`src/rtl/riscv_wrapper_shell_pkg.sv`:
```
// ----------------------------------------------------------------------------
// riscv_wrapper_pkg
// Shared constants, LBIST state encoding and the LFSR/MISR step function for
// the RI5CY wrapper shell.
//   LFSR_POLY    : feedback taps of x^32+x^22+x^2+x+1 (bit 32 implied)
//   MIX_CONST    : additive constant used to scramble LFSR patterns
//   STATUS_ADDR  : test status register (pass / fail magic values)
//   EXIT_ADDR    : exit code register
//   DRAM_LO/HI   : legal data-memory window for the optional range check
// ----------------------------------------------------------------------------
package riscv_wrapper_pkg;

    localparam logic [31:0] LFSR_POLY   = 32'h0040_0007;
    localparam logic [31:0] MIX_CONST   = 32'h9E37_79B9;
    localparam logic [31:0] STATUS_ADDR = 32'h2000_0000;
    localparam logic [31:0] EXIT_ADDR   = 32'h2000_0004;
    localparam logic [31:0] PASS_MAGIC  = 32'd123456789;
    localparam logic [31:0] FAIL_MAGIC  = 32'd1;
    localparam logic [31:0] DRAM_LO     = 32'h0020_0000;
    localparam logic [31:0] DRAM_HI     = 32'h0024_0000;

    typedef enum logic [1:0] {
        LBIST_IDLE = 2'd0,
        LBIST_RUN  = 2'd1,
        LBIST_DONE = 2'd2
    } lbist_state_e;

    // One Galois shift of the LFSR/MISR polynomial.
    function automatic logic [31:0] step(input logic [31:0] x);
        return {x[30:0], 1'b0} ^ (x[31] ? LFSR_POLY : 32'h0);
    endfunction

    // Pattern scrambler applied to each LFSR value before MISR compaction.
    function automatic logic [31:0] mix(input logic [31:0] x);
        return {x[24:0], x[31:25]} ^ (x + MIX_CONST);
    endfunction

endpackage

```
`src/rtl/riscv_wrapper_shell_if.sv`:
```
// ----------------------------------------------------------------------------
// riscv_wrapper_shell_if
// Core data bus as seen by the wrapper shell.
//   data_req_i   : core data request
//   data_we_i    : write enable
//   data_addr_i  : byte address
//   data_wdata_i : write data
// master drives the bus (core / bench), slave observes it (wrapper shell).
// ----------------------------------------------------------------------------
interface riscv_wrapper_shell_if;

    logic        data_req_i;
    logic        data_we_i;
    logic [31:0] data_addr_i;
    logic [31:0] data_wdata_i;

    modport master (
        output data_req_i,
        output data_we_i,
        output data_addr_i,
        output data_wdata_i
    );

    modport slave (
        input data_req_i,
        input data_we_i,
        input data_addr_i,
        input data_wdata_i
    );

endinterface

```
`src/rtl/riscv_wrapper_shell_lbist_ctrl.sv`:
```
// ----------------------------------------------------------------------------
// lbist_ctrl
// Logic-BIST sequencer: LFSR pattern generator, MISR compactor, pattern
// counter and signature compare.
//   clk_i, rst_i : clock, synchronous active-high reset
//   start_i      : session request level, sampled in IDLE and DONE only
//   go_nogo_o    : 1 = last signature matched GOLDEN_SIG; held until next run
//   busy_o       : session in progress (RUN or DONE)
// ----------------------------------------------------------------------------
module lbist_ctrl
    import riscv_wrapper_pkg::*;
#(
    parameter int          NUM_PATTERNS = 256,
    parameter logic [31:0] LFSR_SEED    = 32'hACE1_2468,
    parameter logic [31:0] GOLDEN_SIG   = 32'h0
) (
    input  logic clk_i,
    input  logic rst_i,
    input  logic start_i,
    output logic go_nogo_o,
    output logic busy_o
);

    if (NUM_PATTERNS < 1) begin : g_bad_patterns
        $fatal(1, "lbist_ctrl: NUM_PATTERNS must be >= 1");
    end
    if (LFSR_SEED == 32'h0) begin : g_bad_seed
        $fatal(1, "lbist_ctrl: LFSR_SEED must be nonzero");
    end

    localparam logic [31:0] LAST_CNT = 32'(NUM_PATTERNS - 1);

    lbist_state_e state_q, state_d;
    logic [31:0]  lfsr_q, lfsr_d;
    logic [31:0]  misr_q, misr_d;
    logic [31:0]  cnt_q, cnt_d;
    logic         go_q, go_d;

    // NOTE: sequential state uses non-blocking assignments only, so every
    // register samples the pre-edge value of every other register.
    always_ff @(posedge clk_i) begin
        if (rst_i) begin
            state_q <= LBIST_IDLE;
            lfsr_q  <= '0;
            misr_q  <= '0;
            cnt_q   <= '0;
            go_q    <= 1'b0;
        end else begin
            state_q <= state_d;
            lfsr_q  <= lfsr_d;
            misr_q  <= misr_d;
            cnt_q   <= cnt_d;
            go_q    <= go_d;
        end
    end

    always_comb begin
        // NOTE: every next-state value gets its hold default first so no
        // path through the case statement can infer a latch.
        state_d = state_q;
        lfsr_d  = lfsr_q;
        misr_d  = misr_q;
        cnt_d   = cnt_q;
        go_d    = go_q;

        unique case (state_q)
            LBIST_IDLE, LBIST_DONE: begin
                if (start_i) begin
                    state_d = LBIST_RUN;
                    lfsr_d  = LFSR_SEED;
                    misr_d  = '0;
                    cnt_d   = '0;
                    go_d    = 1'b0;
                end else begin
                    state_d = LBIST_IDLE;
                end
            end
            LBIST_RUN: begin
                misr_d = step(misr_q) ^ mix(lfsr_q);
                lfsr_d = step(lfsr_q);
                cnt_d  = cnt_q + 32'd1;
                // Compare the final signature on the way into DONE so the
                // verdict is visible during DONE even when a back-to-back
                // session clears it on the following edge.
                if (cnt_q == LAST_CNT) begin
                    state_d = LBIST_DONE;
                    go_d    = (misr_d == GOLDEN_SIG);
                end
            end
            default: state_d = LBIST_IDLE;
        endcase
    end

    assign go_nogo_o = go_q;
    assign busy_o    = (state_q != LBIST_IDLE);

endmodule

```
`src/rtl/riscv_wrapper_shell.sv`:
```
// ----------------------------------------------------------------------------
// riscv_wrapper_shell
// System shell around the RI5CY core. Runs an LBIST session while holding the
// core in reset, then decodes core data-bus writes into the status peripheral.
//   clk_i, rst_i        : clock, synchronous active-high reset
//   start, go_nogo      : LBIST request level / result (1 = pass)
//   lbist_busy_o        : session in progress
//   fetch_enable_i      : fetch enable request from the bench
//   core_fetch_enable_o : fetch enable to core, blocked during LBIST
//   core_rst_o          : core reset, asserted during reset and LBIST
//   boot_addr_o         : BOOT_ADDR
//   dbus                : core data bus (slave view)
//   tests_passed_o/tests_failed_o/exit_valid_o : 1-cycle status pulses
//   exit_value_o        : last exit code written
// Optional: define MM_CHECK_EN to add mm_warn_o, a 1-cycle pulse after any
// write outside the DRAM window.
// ----------------------------------------------------------------------------
module riscv_wrapper_shell
    import riscv_wrapper_pkg::*;
#(
    parameter int          INSTR_RDATA_WIDTH = 128,
    parameter int          RAM_ADDR_WIDTH    = 22,
    parameter logic [31:0] BOOT_ADDR         = 32'h80,
    parameter int          NUM_PATTERNS      = 256,
    parameter logic [31:0] LFSR_SEED         = 32'hACE1_2468,
    parameter logic [31:0] GOLDEN_SIG        = 32'h0
) (
    input  logic                  clk_i,
    input  logic                  rst_i,
    input  logic                  start,
    output logic                  go_nogo,
    output logic                  lbist_busy_o,
    input  logic                  fetch_enable_i,
    output logic                  core_fetch_enable_o,
    output logic                  core_rst_o,
    output logic [31:0]           boot_addr_o,
    riscv_wrapper_shell_if.slave  dbus,
    output logic                  tests_passed_o,
    output logic                  tests_failed_o,
    output logic                  exit_valid_o,
    output logic [31:0]           exit_value_o
`ifdef MM_CHECK_EN
    ,
    output logic                  mm_warn_o
`endif
);

    if (INSTR_RDATA_WIDTH != 32 && INSTR_RDATA_WIDTH != 128) begin : g_bad_width
        $fatal(1, "riscv_wrapper_shell: INSTR_RDATA_WIDTH must be 32 or 128");
    end
    // RAM_ADDR_WIDTH is only forwarded to the RAM instance.
    if (RAM_ADDR_WIDTH < 1) begin : g_bad_ram
        $fatal(1, "riscv_wrapper_shell: RAM_ADDR_WIDTH must be >= 1");
    end

    lbist_ctrl #(
        .NUM_PATTERNS (NUM_PATTERNS),
        .LFSR_SEED    (LFSR_SEED),
        .GOLDEN_SIG   (GOLDEN_SIG)
    ) u_lbist_ctrl (
        .clk_i     (clk_i),
        .rst_i     (rst_i),
        .start_i   (start),
        .go_nogo_o (go_nogo),
        .busy_o    (lbist_busy_o)
    );

    assign core_fetch_enable_o = fetch_enable_i & ~lbist_busy_o;
    assign core_rst_o          = rst_i | lbist_busy_o;
    assign boot_addr_o         = BOOT_ADDR;

    // The core is in reset during LBIST, so any bus activity then is noise.
    logic wr;
    assign wr = dbus.data_req_i & dbus.data_we_i & ~lbist_busy_o;

    logic        passed_q, failed_q, exit_valid_q;
    logic [31:0] exit_value_q;

    always_ff @(posedge clk_i) begin
        if (rst_i) begin
            passed_q     <= 1'b0;
            failed_q     <= 1'b0;
            exit_valid_q <= 1'b0;
            exit_value_q <= '0;
        end else begin
            passed_q     <= wr && dbus.data_addr_i == STATUS_ADDR
                               && dbus.data_wdata_i == PASS_MAGIC;
            failed_q     <= wr && dbus.data_addr_i == STATUS_ADDR
                               && dbus.data_wdata_i == FAIL_MAGIC;
            exit_valid_q <= wr && dbus.data_addr_i == EXIT_ADDR;
            if (wr && dbus.data_addr_i == EXIT_ADDR) begin
                exit_value_q <= dbus.data_wdata_i;
            end
        end
    end

    assign tests_passed_o = passed_q;
    assign tests_failed_o = failed_q;
    assign exit_valid_o   = exit_valid_q;
    assign exit_value_o   = exit_value_q;

`ifdef MM_CHECK_EN
    logic out_of_range;
    logic mm_warn_q;
    assign out_of_range = wr && (dbus.data_addr_i < DRAM_LO || dbus.data_addr_i > DRAM_HI);

    always_ff @(posedge clk_i) begin
        if (rst_i) begin
            mm_warn_q <= 1'b0;
        end else begin
            mm_warn_q <= out_of_range;
        end
    end

`ifndef SYNTHESIS
    always_ff @(posedge clk_i) begin
        if (!rst_i && out_of_range) begin
            $display("WARNING: data write outside DRAM at addr %h, time %0t",
                     dbus.data_addr_i, $time);
        end
    end
`endif

    assign mm_warn_o = mm_warn_q;
`endif

endmodule

```
`src/flat_wrapper.sv`:
```
// flat-port wrapper written by rule: the top's interface ports become plain ports
module riscv_wrapper_shell_flat import riscv_wrapper_pkg::*;
#(
    parameter int          INSTR_RDATA_WIDTH = 128,
    parameter int          RAM_ADDR_WIDTH    = 22,
    parameter logic [31:0] BOOT_ADDR         = 32'h80,
    parameter int          NUM_PATTERNS      = 256,
    parameter logic [31:0] LFSR_SEED         = 32'hACE1_2468,
    parameter logic [31:0] GOLDEN_SIG        = 32'h0
)
  (clk_i, rst_i, start, go_nogo, lbist_busy_o, fetch_enable_i, core_fetch_enable_o, core_rst_o, boot_addr_o, tests_passed_o, tests_failed_o, exit_valid_o, exit_value_o, dbus_data_req_i, dbus_data_we_i, dbus_data_addr_i, dbus_data_wdata_i);
  riscv_wrapper_shell_if dbus_i ();
  input  logic clk_i;
  input  logic rst_i;
  input  logic start;
  output logic go_nogo;
  output logic lbist_busy_o;
  input  logic fetch_enable_i;
  output logic core_fetch_enable_o;
  output logic core_rst_o;
  output logic [31:0] boot_addr_o;
  output logic tests_passed_o;
  output logic tests_failed_o;
  output logic exit_valid_o;
  output logic [31:0] exit_value_o;
  input wire logic [$bits(dbus_i.data_req_i)-1:0] dbus_data_req_i;
  input wire logic [$bits(dbus_i.data_we_i)-1:0] dbus_data_we_i;
  input wire logic [$bits(dbus_i.data_addr_i)-1:0] dbus_data_addr_i;
  input wire logic [$bits(dbus_i.data_wdata_i)-1:0] dbus_data_wdata_i;
  assign dbus_i.data_req_i = dbus_data_req_i;
  assign dbus_i.data_we_i = dbus_data_we_i;
  assign dbus_i.data_addr_i = dbus_data_addr_i;
  assign dbus_i.data_wdata_i = dbus_data_wdata_i;
  riscv_wrapper_shell #(.INSTR_RDATA_WIDTH(INSTR_RDATA_WIDTH), .RAM_ADDR_WIDTH(RAM_ADDR_WIDTH), .BOOT_ADDR(BOOT_ADDR), .NUM_PATTERNS(NUM_PATTERNS), .LFSR_SEED(LFSR_SEED), .GOLDEN_SIG(GOLDEN_SIG)) u_core (.clk_i(clk_i), .rst_i(rst_i), .start(start), .go_nogo(go_nogo), .lbist_busy_o(lbist_busy_o), .fetch_enable_i(fetch_enable_i), .core_fetch_enable_o(core_fetch_enable_o), .core_rst_o(core_rst_o), .boot_addr_o(boot_addr_o), .dbus(dbus_i), .tests_passed_o(tests_passed_o), .tests_failed_o(tests_failed_o), .exit_valid_o(exit_valid_o), .exit_value_o(exit_value_o));
endmodule
```
`config.mk`:
```
export PLATFORM = sky130hd
export DESIGN_NAME = riscv_wrapper_shell_flat
export DESIGN_NICKNAME = d
export VERILOG_FILES = /design/src/rtl/riscv_wrapper_shell_pkg.sv /design/src/rtl/riscv_wrapper_shell_if.sv /design/src/rtl/riscv_wrapper_shell_lbist_ctrl.sv /design/src/rtl/riscv_wrapper_shell.sv /design/src/flat_wrapper.sv
export SDC_FILE = /design/constraint.sdc
export NUM_CORES = 1
export LEC_CHECK = 0
export ABC_AREA = 1
export CORE_MARGIN = 10
export CORE_UTILIZATION = 25
export CTS_BUF_LIST = sky130_fd_sc_hd__clkbuf_4 sky130_fd_sc_hd__clkbuf_8
export DETAILED_ROUTE_END_ITERATION = 8
export SETUP_SLACK_MARGIN = 0.02
export SYNTH_ARGS = -nofsm -noshare
export SYNTH_HDL_FRONTEND = slang
export SYNTH_SLANG_ARGS = --single-unit
```
`constraint.sdc`:
```
create_clock -name clk_i -period 1.8 [get_ports clk_i]
set_clock_uncertainty 0.2 [all_clocks]
set_input_delay 0.27 -clock clk_i [delete_from_list [all_inputs] [get_ports clk_i]]
set_output_delay 0.27 -clock clk_i [all_outputs]
set_load 0.02 [all_outputs]
```
Word-level counts from Yosys, hierarchy flattened
Index checks and enable logic that the tools add are counted.
Widths: inputs -> output; s select.

word-level totals
  register bits after elaboration = 134
  bits of input ports = 70
  output and inout port bits = 71

cells by class
  add/sub/neg operators = 2
  equality and inequality tests = 9
  multiplexer cells = 13
  bitwise gates (word level) = 9
  reduce and logical (&&, ||, !) cells = 11

operators by type and width
  operator                number
  $pmux 32 s2             3
  $eq 32x30->1 const B    2
  $mux 32                 2
  $xor 32x23->32          2
  $xor 32x32->32          2
  $mux 23                 2
  $add 32x1->32 const B   1
  $add 32x32->32 const B  1
  $eq 32x1->1 const B     1
  $eq 32x27->1 const B    1
  $eq 32x8->1 const B     1
  $logic_not 32->1        1
  $logic_and 1x1->1       4
  $ne 2x2->1 const B      2
  $pmux 2 s2              1
  $reduce_bool 2->1       2
  $and 1x1->1             3
  $mux 1                  3
  $reduce_and 3->1        1
  $eq 2x1->1 const B      1
  $eq 2x2->1 const B      1
  $logic_not 2->1         1
  $mux 2                  1
  $pmux 1 s2              1
  other kinds (4)         4

Longest topological paths before layout
  depth after elaboration = 6
  mapped depth = 17
  mapped depth without buffers = 16

By module
A second synthesis with hierarchy kept.

unflattened totals
  cells, all modules = 1303
  area, all modules = 8453.1 µm²

by module, submodules not included
  module               instances  cells an instance  area each (µm²)  sequential area each (µm²)
  lbist_ctrl           1          975                6294.8           1981.9
  riscv_wrapper_shell  1          328                2158.3           700.7

Least setup slack after synthesis
Ideal clock, no wire load.

  path type = register to register
  start point = register u_core.u_lbist_ctrl.cnt_q[0]
  end point = register u_core.u_lbist_ctrl.cnt_q[30]
  setup time = 0.116 ns
  data arrival time = 1.639 ns
  required time = 1.484 ns
  slack = -0.155 ns
  cell stages (with the launch flop) = 13
  buffers on the path = 0
  cells stage by stage = dfxtp_1 ha_1 nand3_1 nor2_2 nand3_2 nor3_2 nand2_1 nor2_2 nand3_2 nor2_2 nand2_1 o21ai_1 a21oi_1

on the way
  cells in the longest elaborated chain, start to end = 2

ends and longest elaborated chain
  element                 RTL line                              text
  start, declared         riscv_wrapper_shell_lbist_ctrl.sv:36  logic [31:0] cnt_q, cnt_d;
  start signal, assigned  riscv_wrapper_shell_lbist_ctrl.sv:52  cnt_q <= cnt_d;
  $add 32x1->32           riscv_wrapper_shell_lbist_ctrl.sv:81  cnt_d = cnt_q + 32'd1;
  $pmux 32 s2             riscv_wrapper_shell_lbist_ctrl.sv:66  unique case (state_q)

No other way between the ends.
A chain may end at the register's enable or synchronous reset.

Worst setup path in the final report
  start point = register u_core.u_lbist_ctrl.lfsr_q[11]
  end point = register u_core.u_lbist_ctrl.go_q, in the netlist u_core.u_lbist_ctrl.go_nogo_o

on the way
  cells in the longest elaborated chain, start to end = 6

ends and longest elaborated chain
  element                 RTL line                              text
  start, declared         riscv_wrapper_shell_lbist_ctrl.sv:34  logic [31:0] lfsr_q, lfsr_d;
  start signal, assigned  riscv_wrapper_shell_lbist_ctrl.sv:50  lfsr_q <= lfsr_d;
  $add 32x32->32          riscv_wrapper_shell_pkg.sv:35         return {x[24:0], x[31:25]} ^ (x + MIX_CONST);
  $xor 32x32->32 (*)      riscv_wrapper_shell_pkg.sv:35
  $xor 32x32->32 (*)      riscv_wrapper_shell_lbist_ctrl.sv:79  misr_d = step(misr_q) ^ mix(lfsr_q);
  $logic_not 32->1 (*)    riscv_wrapper_shell_lbist_ctrl.sv:87  go_d = (misr_d == GOLDEN_SIG);
  $mux 1 (*)              riscv_wrapper_shell_lbist_ctrl.sv:85  if (cnt_q == LAST_CNT) begin
  $pmux 1 s2 (*)          riscv_wrapper_shell_lbist_ctrl.sv:66
  end signal, assigned    riscv_wrapper_shell_lbist_ctrl.sv:53  go_q <= go_d;
  end, declared           riscv_wrapper_shell_lbist_ctrl.sv:37  logic go_q, go_d;

Mark *: on every way between the ends. The rest lies on a longest branch, timed or not. The select of a mux whose other input is x is not followed.

==> run_results.csv <==
group,metric,value,unit
global_routing,gr-usage-all-layers,13.80,%
route,num_vias,9598,
pwr,p_leak,0.006059,uW
global_routing,grt_pass1_wl,46640,um
setup_path,worstPathArrival,2.35,ns
floorplanning,die_area,0.04082,mm2
setup_path,cp-startpoint,"u_core.u_lbist_ctrl.lfsr_q[11]$_SDFFE_PP0P_",
route,drc,0,
setup_path,reg2reg_to,"u_core.u_lbist_ctrl.go_nogo_o$_SDFFE_PP0P_",
yosys,synth_area_per_cell,6.428,um2
clock_network,clk_pin_slew,0.09,ns
setup_path,critPathRequiredTime,2.01,ns
hold_path,holdCritPathClass,"input pin to flop",
route,postRouteAntennaNets,0,
place,port_buffers,108,
setup_path,crit_chain,"nor2_4 > buf_4 > buf_4 > inv_1 > a21oi_4 > nand2_4 > nand2_2 > nand3_1 > nand2_1 > nand2_2 > nor2_2 > nand2_2 > nor2_2 > nand3_2 > a21oi_2",
setup_path,cp_slowest_cell,"dfxtp_4",
sta,worst_slew_pin_slew,0.5948,ns
setup_path,crit_fanout,5,
global_routing,grt_pass1_vias,9282,
setup_path,r2r_slack,-0.35,ns
yosys,synthXorXnorAreaFrac,4.183,%
sta,rsz0062_at_grt,"true",
layout,drive_above_1_share,34.90,%
yosys,synthesis.area,0.008285,mm2
yosys,synth-edff-count,0,
job,maxCapViolCount,0,
place,dp_worst_setup_slack,-0.5647,ns
sta,finalCritPeriodShare,119.2,%
hold_path,whs_path_depth,3,
setup_path,crit_top_cell,"nand2_2",
sta,setup_viol,23,
route,drt-vias-per-instance,4.525,
setup_path,slowest_delay,0.37,ns
route,firstDrtPassIters,7,
yosys,synth.distinct_cells,43,
setup_path,worstSetupEndpointType,"flop",
yosys,syn_inst,1289,
route,wire_per_inst,14.14,um
setup_path,crit_buf_inv,3,
yosys,ys_warn_count,0,
global_routing,grt_max_degree,85,
place,dp_hpwl,21310,um
clock_network,clockBufferDepth,2,
layout,final_core_util,40.82,%
yosys,synth_top_family_by_area,"simple AND/OR/NAND/NOR gates",
layout,syn_to_final_growth,60.69,%
clock_network,insertion_delay,0.47,ns
layout,stdcell_area,0.01331,mm2
floorplanning,num_rows,66,
yosys,async_reset_ff_share,0,%
sta,relSlewSlack,60.35,%
yosys,synth-seq-cells,134,
clock_network,htreeDepth,4,
clock_network,ctsRootBufferMaster,"clkbuf_8",
yosys,seq_area_frac_synth,32.38,%
clock_network,cts_sinks,134,
sta,worst_slack,-0.3450,ns
sta,fin_crit,2.145,ns
yosys,yosys.area_share.simple,36.11,%
clock_network,tritoncts,"built",
sta,max_freq,0.4662,GHz
sta,hold_viol_final,0,
pwr,p_per_area,603.3,mW/mm2
sta,timing.setup.tns,-2.673,ns
hold_path,min_from,"rst_i",
place,postPlaceCellArea,0.01156,mm2
status,violations,"negative setup slack",
global_routing,overflow,0,
sta,slew_viol_final,0,
setup_path,startpoint_type,"flop",
setup_path,crit_family,"simple AND/OR/NAND/NOR gates",
floorplanning,ioPinCount,141,
floorplanning,initial_core_util,25.40,%
status,status,"finished with violations",
floorplanning,core_area,0.03262,mm2
floorplanning,die_w,202.1,um
setup_path,reg2regPathDepth,15,
global_routing,antenna_found_initial,0,
setup_path,r2r-start,"u_core.u_lbist_ctrl.lfsr_q[11]$_SDFFE_PP0P_",
yosys,synth_compound_area_share,13.44,%
yosys,synthFlopType,"dfxtp_1",
floorplanning,die_height,202.1,um
place,dp_cells,2043,
layout,final_cells,2121,
layout,finalNetCount,1740,
setup_path,critPathKind,"flop to flop",
route,drt_iter0_drc,674,
hold_path,hold_path_end,"u_core.exit_valid_o$_SDFF_PP0_",
route,routed_wl,29990,um
pwr,ir_drop,0.3384,mV
clock_network,numCtsBuffers,17,
layout,antenna_cells,0,
yosys,synth_fa_ha_area_share,0.3020,%
yosys,synthMuxAreaShare,0,%
place,gp_congestion,0.9057,
==> routing by layer <==
metal | GRT usage (%) | vias up | wire, um
li1 | - | 4858 | -
met1 | 16.78 | 4431 | 12820
met2 | 23.13 | 276 | 14390
met3 | 4.302 | 33 | 2311
met4 | 3.409 | 0 | 472
met5 | 0 | - | 0
==> sequential cells by signal, summed over array words and instances, names as in the netlist <==
name and flops:
u_core.u_lbist_ctrl.cnt_q 32, u_core.tests_failed_o 1, u_core.exit_valid_o 1, u_core.u_lbist_ctrl.misr_q 32, u_core.u_lbist_ctrl.go_nogo_o 1, u_core.exit_value_o 32
u_core.tests_passed_o 1, u_core.u_lbist_ctrl.state_q 2, u_core.u_lbist_ctrl.lfsr_q 32
==> power breakdown <==
part	total, uW	internal [uW]	switching, uW
clock	2490	1140	1350
combinational	2360	1130	1230
sequential	3180	3070	115
==> final cells by class <==
cell class	count	area, um2
multi-input combinational	942	5429
clock buffer	18	247.7
inverter	160	628.1
timing repair inverter	6	90.09
sequential	134	2746
fill	3300	19300
clock inverter	12	122.6
tap	442	553.0
timing repair buffer	407	3497
==> logic make-up (layout without fill, tap and decap cells) <==
group	Yosys count	after routing
AO/OA/AOI/OAI	203	203
buffers and inverters	243	603
XOR/XNOR	38	38
AND/OR/NAND/NOR	667	667
other	2	32
flip-flops	134	134
adder cells (fa/ha/maj)	2	2
==> Yosys cell counts, types with 2 or more instances <==
cell	n	area, um2
a221oi_1	13	113.9
nand3_2	8	80.08
nand4_1	27	168.9
nand3b_1	19	142.6
o22ai_1	2	12.51
buf_4	38	285.3
a21oi_1	111	555.5
a211oi_1	11	82.58
nand2_1	364	1366
nand3_1	73	365.4
nor2_2	15	93.84
nor2_1	110	412.9
clkbuf_1	23	86.33
ha_1	2	25.02
nor3_2	4	40.04
nor4_4	2	42.54
dfxtp_1	134	2683
conb_1	2	7.510
xor2_1	23	201.4
inv_2	17	63.81
a21oi_2	2	17.52
nor3_1	18	90.09
xnor2_1	14	122.6
buf_6	7	78.83
nor4_1	9	56.30
buf_2	7	35.03
buf_1	7	26.28
nand2_2	11	68.82
o21ai_1	3	15.01
o21ai_0	56	280.3
inv_1	141	529.3
a31oi_1	3	18.77
nor2_4	3	33.78
==> worst min-delay path: cells and delay by family <==
family                 cells  cell delay [ns]
buffers and inverters      2             0.32
AND/OR/NAND/NOR            1             0.14
==> cell usage in the layout (no fill, tap or decap), types with 7 or more instances in the layout <==
master	count
a211oi_1	10
dfxtp_1	105
buf_4	265
clkbuf_8	18
nand3_2	19
a21oi_1	99
nor2_1	76
nor2_2	28
nor2_4	24
a21oi_2	11
xor2_1	23
o21ai_0	23
dfxtp_4	11
buf_6	27
a221oi_1	13
xnor2_1	13
nand2_4	12
nor3_1	12
dfxtp_2	18
nand3b_1	19
nand2_1	314
nand2_2	48
nand4_1	27
dlygate4sd2_1	36
conb_1	32
inv_2	23
o21ai_2	9
inv_1	131
clkdlybuf4s50_1	62
nand3_4	9
o21ai_1	25
buf_12	7
nand3_1	53
==> worst max path at each step <==
stage                                                      end  slack [ns]  depth (start not counted)
floorplan           u_core.u_lbist_ctrl.cnt_q[30]$_SDFFE_PP0P_       -0.14                         12
global placement          u_core.exit_value_o[21]$_SDFFE_PP0P_       -0.55                          8
detailed placement        u_core.exit_value_o[22]$_SDFFE_PP0P_       -0.56                          8
CTS                 u_core.u_lbist_ctrl.go_nogo_o$_SDFFE_PP0P_       -0.31                         12
global route        u_core.u_lbist_ctrl.go_nogo_o$_SDFFE_PP0P_       -0.47                         16
finish              u_core.u_lbist_ctrl.go_nogo_o$_SDFFE_PP0P_       -0.35                         15
==> metrics by stage <==
step	power [uW]	hold slack [ns]
6_report	8032	0.1190
5_1_grt	8440	0.1190
4_1_cts	7873	0.1153
3_5_place_dp	5250	0.2552
3_3_place_gp	5223	0.2468
2_1_floorplan	4324	0.2049
==> timing repair <==
item                                    CTS  global route
gates resized for setup                 162           210
gates cloned                              2             5
endpoints found under the setup margin  135           104
buffers inserted                         23            21
hold buffers                              0             0
pin swaps                                30            82
Note: power is estimated with default switching activity, not from simulation.
